### config.mk
export PLATFORM = sky130hd
export DESIGN_NAME = mem_access_unit
export DESIGN_NICKNAME = d
export VERILOG_FILES = /design/src/rtl/mem_access_unit_pkg.sv /design/src/rtl/mem_wait_timer.sv /design/src/rtl/mem_access_unit.sv
export SDC_FILE = /design/constraint.sdc
export NUM_CORES = 1
export LEC_CHECK = 0
export BUFFER_PORTS_ARGS = -buffer_cell sky130_fd_sc_hd__buf_2
export CORE_AREA = 2 2 90 92
export CTS_CLUSTER_DIAMETER = 30
export CTS_CLUSTER_SIZE = 12
export DETAILED_ROUTE_END_ITERATION = 7
export DIE_AREA = 0 0 92 94
export GPL_ROUTABILITY_DRIVEN = 0
export GPL_TIMING_DRIVEN = 0
export MAX_ROUTING_LAYER = met4
export PLACE_DENSITY = 0.79
export REMOVE_ABC_BUFFERS = 1
export SLEW_MARGIN = 20
export SYNTH_ARGS = -nofsm -noshare
export SYNTH_HDL_FRONTEND = slang
export SYNTH_SLANG_ARGS = --single-unit
export TNS_END_PERCENT = 5
### constraint.sdc
create_clock -name clk -period 5 [get_ports clk]
set_input_delay 0.25 -clock clk [delete_from_list [all_inputs] [get_ports clk]]
set_output_delay 0.25 -clock clk [all_outputs]
set_load 0.01 [all_outputs]
### src/rtl/mem_access_unit_pkg.sv
// Shared constants for the memory-access stage.
// Contents:
//   - MMU operation codes.
//   - The stage FSM state type.
//   - A helper that tells whether an op needs a bus access.
package mem_access_unit_pkg;

   localparam logic [1:0] MEM_NOP_OP   = 2'b00;
   localparam logic [1:0] MEM_READ_OP  = 2'b01;
   localparam logic [1:0] MEM_WRITE_OP = 2'b10;

   typedef enum logic [0:0] {
      MEMU_IDLE = 1'b0,
      MEMU_REQ  = 1'b1
   } memu_state_e;

   // 2'b11 is deliberately not a bus op; it behaves like a NOP.
   function automatic logic is_bus_op(input logic [1:0] op);
      return (op == MEM_READ_OP) || (op == MEM_WRITE_OP);
   endfunction

endpackage

### src/rtl/mem_wait_timer.sv
// Bounded-wait counter for bus masters.
// Counts cycles while enabled and flags the last allowed cycle of a wait.
// Ports:
//   clk       - system clock, rising edge
//   rst       - asynchronous active-low reset
//   clr_i     - synchronous clear to zero (wins over en_i)
//   en_i      - increment this cycle
//   expired_o - count has reached LIMIT-1 (registered state only)
module mem_wait_timer #(
   parameter int unsigned LIMIT = 64
) (
   input  logic clk,
   input  logic rst,
   input  logic clr_i,
   input  logic en_i,
   output logic expired_o
);

   localparam int unsigned CNT_W = (LIMIT > 1) ? $clog2(LIMIT) : 1;
   localparam logic [CNT_W-1:0] LAST = CNT_W'(LIMIT - 1);

   logic [CNT_W-1:0] cnt_q, cnt_d;

   always_comb begin
      cnt_d = cnt_q;
      if (clr_i) begin
         cnt_d = '0;
      end else if (en_i) begin
         cnt_d = cnt_q + 1'b1;
      end
   end

   always_ff @(posedge clk or negedge rst) begin
      if (!rst) begin
         cnt_q <= '0;
      end else begin
         cnt_q <= cnt_d;
      end
   end

   assign expired_o = (cnt_q == LAST);

endmodule

### src/rtl/mem_access_unit.sv
// Sequential memory-access stage between EXE and MEM/WB.
// NOPs pass straight to the write-back register in one cycle. Reads and writes
// run a req/ack handshake with the MMU. A hung access is aborted after TIMEOUT
// cycles and reported through err_o.
// Ports:
//   clk, rst                        - clock / async active-low reset
//   valid_i, memOp_i, data_i,
//   memAddr_i, regAddr_wb_i, we_i   - instruction from EXE
//   ready_o                         - low stalls EXE (state decode only)
//   memReq_o, memOp_o, ramAddr_o,
//   ramData_o                       - registered request to the MMU
//   memAck_i, data_MMU_i            - MMU completion and read data
//   valid_o, data_wb_o,
//   regAddr_wb_o, we_o              - MEM/WB output register
//   err_o, errAddr_o                - timeout pulse and last timed-out address
module mem_access_unit
   import mem_access_unit_pkg::*;
#(
   parameter int unsigned DATA_W  = 16,
   parameter int unsigned ADDR_W  = 16,
   parameter int unsigned REG_AW  = 4,
   parameter int unsigned TIMEOUT = 64
) (
   input  logic              clk,
   input  logic              rst,
   input  logic              valid_i,
   input  logic [1:0]        memOp_i,
   input  logic [DATA_W-1:0] data_i,
   input  logic [ADDR_W-1:0] memAddr_i,
   input  logic [REG_AW-1:0] regAddr_wb_i,
   input  logic              we_i,
   output logic              ready_o,
   output logic              memReq_o,
   output logic [1:0]        memOp_o,
   output logic [ADDR_W-1:0] ramAddr_o,
   output logic [DATA_W-1:0] ramData_o,
   input  logic              memAck_i,
   input  logic [DATA_W-1:0] data_MMU_i,
   output logic              valid_o,
   output logic [DATA_W-1:0] data_wb_o,
   output logic [REG_AW-1:0] regAddr_wb_o,
   output logic              we_o,
   output logic              err_o,
   output logic [ADDR_W-1:0] errAddr_o
);

   memu_state_e       state_q, state_d;
   logic              mem_req_q, mem_req_d;
   logic [1:0]        mem_op_q, mem_op_d;
   logic [ADDR_W-1:0] ram_addr_q, ram_addr_d;
   logic [DATA_W-1:0] ram_data_q, ram_data_d;
   // Write-back target of the in-flight access, published on completion.
   logic [REG_AW-1:0] pend_reg_q, pend_reg_d;
   logic              pend_we_q, pend_we_d;
   logic              valid_q, valid_d;
   logic [DATA_W-1:0] data_wb_q, data_wb_d;
   logic [REG_AW-1:0] reg_wb_q, reg_wb_d;
   logic              we_q, we_d;
   logic              err_q, err_d;
   logic [ADDR_W-1:0] err_addr_q, err_addr_d;

   logic timer_clr, timer_en, timer_expired;

   mem_wait_timer #(
      .LIMIT(TIMEOUT)
   ) u_wait_timer (
      .clk      (clk),
      .rst      (rst),
      .clr_i    (timer_clr),
      .en_i     (timer_en),
      .expired_o(timer_expired)
   );

   always_comb begin
      state_d    = state_q;
      mem_req_d  = mem_req_q;
      mem_op_d   = mem_op_q;
      ram_addr_d = ram_addr_q;
      ram_data_d = ram_data_q;
      pend_reg_d = pend_reg_q;
      pend_we_d  = pend_we_q;
      valid_d    = 1'b0;
      data_wb_d  = data_wb_q;
      reg_wb_d   = reg_wb_q;
      we_d       = we_q;
      err_d      = 1'b0;
      err_addr_d = err_addr_q;
      timer_clr  = 1'b0;
      timer_en   = 1'b0;

      unique case (state_q)
         MEMU_IDLE: begin
            if (valid_i) begin
               if (is_bus_op(memOp_i)) begin
                  mem_op_d   = memOp_i;
                  ram_addr_d = memAddr_i;
                  ram_data_d = data_i;
                  pend_reg_d = regAddr_wb_i;
                  pend_we_d  = we_i;
                  mem_req_d  = 1'b1;
                  timer_clr  = 1'b1;
                  state_d    = MEMU_REQ;
               end else begin
                  data_wb_d = data_i;
                  reg_wb_d  = regAddr_wb_i;
                  we_d      = we_i;
                  valid_d   = 1'b1;
               end
            end
         end
         MEMU_REQ: begin
            // Ack takes priority over a simultaneous timeout.
            if (memAck_i) begin
               data_wb_d = (mem_op_q == MEM_READ_OP) ? data_MMU_i : ram_data_q;
               reg_wb_d  = pend_reg_q;
               we_d      = pend_we_q;
               valid_d   = 1'b1;
               mem_req_d = 1'b0;
               state_d   = MEMU_IDLE;
            end else if (timer_expired) begin
               // Retire the instruction without writing the register file.
               reg_wb_d   = pend_reg_q;
               we_d       = 1'b0;
               valid_d    = 1'b1;
               err_d      = 1'b1;
               err_addr_d = ram_addr_q;
               mem_req_d  = 1'b0;
               state_d    = MEMU_IDLE;
            end else begin
               timer_en = 1'b1;
            end
         end
         default: state_d = MEMU_IDLE;
      endcase
   end

   always_ff @(posedge clk or negedge rst) begin
      if (!rst) begin
         state_q    <= MEMU_IDLE;
         mem_req_q  <= 1'b0;
         mem_op_q   <= MEM_NOP_OP;
         ram_addr_q <= '0;
         ram_data_q <= '0;
         pend_reg_q <= '0;
         pend_we_q  <= 1'b0;
         valid_q    <= 1'b0;
         data_wb_q  <= '0;
         reg_wb_q   <= '0;
         we_q       <= 1'b0;
         err_q      <= 1'b0;
         err_addr_q <= '0;
      end else begin
         state_q    <= state_d;
         mem_req_q  <= mem_req_d;
         mem_op_q   <= mem_op_d;
         ram_addr_q <= ram_addr_d;
         ram_data_q <= ram_data_d;
         pend_reg_q <= pend_reg_d;
         pend_we_q  <= pend_we_d;
         valid_q    <= valid_d;
         data_wb_q  <= data_wb_d;
         reg_wb_q   <= reg_wb_d;
         we_q       <= we_d;
         err_q      <= err_d;
         err_addr_q <= err_addr_d;
      end
   end

   assign ready_o      = (state_q == MEMU_IDLE);
   assign memReq_o     = mem_req_q;
   assign memOp_o      = mem_op_q;
   assign ramAddr_o    = ram_addr_q;
   assign ramData_o    = ram_data_q;
   assign valid_o      = valid_q;
   assign data_wb_o    = data_wb_q;
   assign regAddr_wb_o = reg_wb_q;
   assign we_o         = we_q;
   assign err_o        = err_q;
   assign errAddr_o    = err_addr_q;

endmodule

==> impl_results.md <==
- Status: finished, final reports clean
- Area delta synth->final: 28.6%
- Share of cells above drive strength 1: 0.348
- First-pass GRT wire length: 14500 µm
- Largest family of logic cells by synthesized area: simple AND/OR/NAND/NOR gates
- DRT antenna net count: 0
- Dpl cell area: 4590 µm²
- Initial drt markers: 134
- Clk buf depth: 2
- Cell Chain, Critical Path: inv_2, or3_4, nor2_8, mux2_2
- Cells after DPL: 586
- Post-synthesis simple-gate area fraction: 0.179
- Initial antenna violation count: 0
- Startpoint type of the worst setup path: flip-flop
- Gr usage total: 0.216
- Post-synthesis mux area share: 0.0935
- R2R depth: 4
- Die ar.: 8650 µm²
- Most frequent cell after synthesis: nand2_1
- Site row count: 32
- Clock Sinks: 86
- Non-filler cells, final: 602
- Residual DRC: 0
- Top FF cell, synth: dfrtp_1
- Crit-path slowest cell: dfrtp_2
- Worst Hold Class: in2reg
- Clock root buffer: clkbuf_8
- 1st-pass router iterations: 4
- PD cells: 438 nW/µm²
- Cell taking the most area after synthesis: dfrtp_1
- Distinct cells, synth: 38
- # diodes: 0
- Clk slew on worst S/H paths: 0.08 ns
- Syn Area/Cell: 10.3 µm²
- Yosys reg bits: 86
- WS Path Type: reg2reg
- Worst slew pin tran: 0.807 ns
- WP data arrival: 2.58 ns
- Worst rel slew slack: 0.461
- Largest net degree at the start of global routing: 55
- FF-to-FF setup slack: 2.64 ns
- Sequential share of the synthesized area: 0.572
- Vias per inst: 5.16
- Synth Instances: 365
- Synth Area in XOR/XNOR: 0.00898
- Final setup viols: 0
- Fin area: 4840 µm²
- Lkg Pwr: 2.68 nW
- Met2 usage: 0.354
- GRT busiest layer: met2
- Post-synth top area share: 0.572
- Fmax: 424 MHz
- Final hold slack: 0.0908 ns
- Worst skew pair latency: 0.34 ns
- Synth Area in Compound Gates: 0.115
- Hold path cells: 3
- Wire per inst: 14.8 µm
- Endpoints failing hold: 0
- CTS H-tree depth: 3
- Final Cycle Share: 0.472
- I/O pin cnt: 134
- Final net count: 556
- Global routing usage on met1: 0.286
- Post-layout min period: 2.36 ns
- Fin. max-slew vios: 0
- Synth area leaders: dfrtp_1 (57%), nand2_1 (12%), a211oi_1 (4.8%)
- Post-Synth Adder-Cell Area: 0.00333
- Ys async rst share: 1.00
- DP HPWL: 6430 µm
- Largest stage delay, worst path: 0.86 ns
- Ys Warns: 0
- Die Wd: 92 µm
- Number of synthesized flops with an enable pin: 0
- Initial Util: 0.494
- Final wirelength: 8880 µm
- Mapped Area: 3760 µm²
- Core footprint: 7610 µm²
- IO buf count: 133
- VDD IR max: 0.000235 V
- Max cap viols: 0
- CTS buffer count: 9
- Vias in the first global route: 3071
- Global route total overflow: 0
- Worst Path Max Fanout: 42
- RSZ-0062 raised after global routing: false
- Critical Path RT: 5.22 ns
- Crit. End Element: flip-flop
- Vert. Die Dim: 94 µm
- CTS tree: yes
- Met3 usage: 0.0297
- Setup TNS Final: 0 ns
- Clk_skew: 0.0110 ns
- Most common library cells after synthesis: nand2_1 (119), dfrtp_1 (86), a211oi_1 (24)
- Via count: 3107
placed cells by master (no fill, tap or decap), types with 4 or more instances in the layout:
cell type	count
a211oi_1	24
a21oi_1	4
mux2_1	9
clkbuf_8	10
nand2_1	119
mux2_2	8
mux2i_1	16
a21o_1	16
dfrtp_1	85
o21ai_0	6
nor2_1	23
a31o_2	4
buf_2	132
nand3_1	5
path summary, 6_finish.rpt:
path | end | startpoint
worst max-delay path | errAddr_o[5] | state_q
worst min-delay path | ramAddr_o[7] | memAddr_i[7]
worst max register to register | errAddr_o[5] | state_q
worst min register to register | data_wb_o[9] | data_wb_o[9]
max in group asynchronous | ramAddr_o[5] | rst
min in group asynchronous | data_wb_o[4] | rst
worst max-delay path, delay by kind of cell, from the launching register on:
kind | cells | cell delay (ns)
buffers and inverters | 1 | 0.23
flip-flops | 1 | 0.86
multiplexers | 1 | 0.39
AND/OR/NAND/NOR | 2 | 0.76
flip-flops by register name, summed over array words and instances (netlist names):
name,cells
regAddr_wb_o,4
err_o,1
memOp_o,2
we_o,1
memReq_o,1
valid_o,1
u_wait_timer.cnt_q,6
data_wb_o,16
errAddr_o,16
ramData_o,16
ramAddr_o,16
pend_reg_q,4
state_q,1
pend_we_q,1
per-stage QoR:
step,worst slack (ns),total power (W),util
final,2.64,0.00212,0.636
after global routing,2.50,0.00224,0.636
after CTS,2.64,0.00214,0.636
after detailed placement,2.65,0.00156,0.603
after global placement,1.43,0.00151,0.586
after floorplan,2.30,0.00127,-
layout make-up:
class | instances | area [µm²]
Sequential cell | 86 | 2150
Clock inverter | 4 | 95.1
Fill cell | 660 | 2770
Timing Repair Buffer | 140 | 791
Multi-Input combinational cell | 257 | 1520
Clock buffer | 11 | 141
Tap cell | 102 | 128
Inverter | 2 | 7.51
power by group:
group | internal [W] | switching, W
Combinational | 0.000262 | 0.000309
Sequential | 0.000850 | 0.000121
Clock | 0.000343 | 0.000232
cell families (layout without fill, tap and decap cells):
family | count (synthesis) | in the layout
AND/OR/NAND/NOR | 160 | 160
adder cells (fa/ha/maj) | 1 | 1
flip-flops | 86 | 86
XOR/XNOR | 3 | 3
buffers and inverters | 22 | 157
multiplexers | 33 | 33
AO/OA/AOI/OAI | 60 | 60
layer usage:
metal  routed length (µm)  vias up
li1                     -     1497
met1                 3960     1467
met2                 4240      130
met3                  586       13
met4                   89        0
met5                    0        -
what timing repair did:
action,4_1_cts,5_1_grt
setup buffers,0,0
gates resized for setup,0,0
endpoints found under the hold margin,53,0
hold buffers,1,0
(Power assumes the default switching activity.)
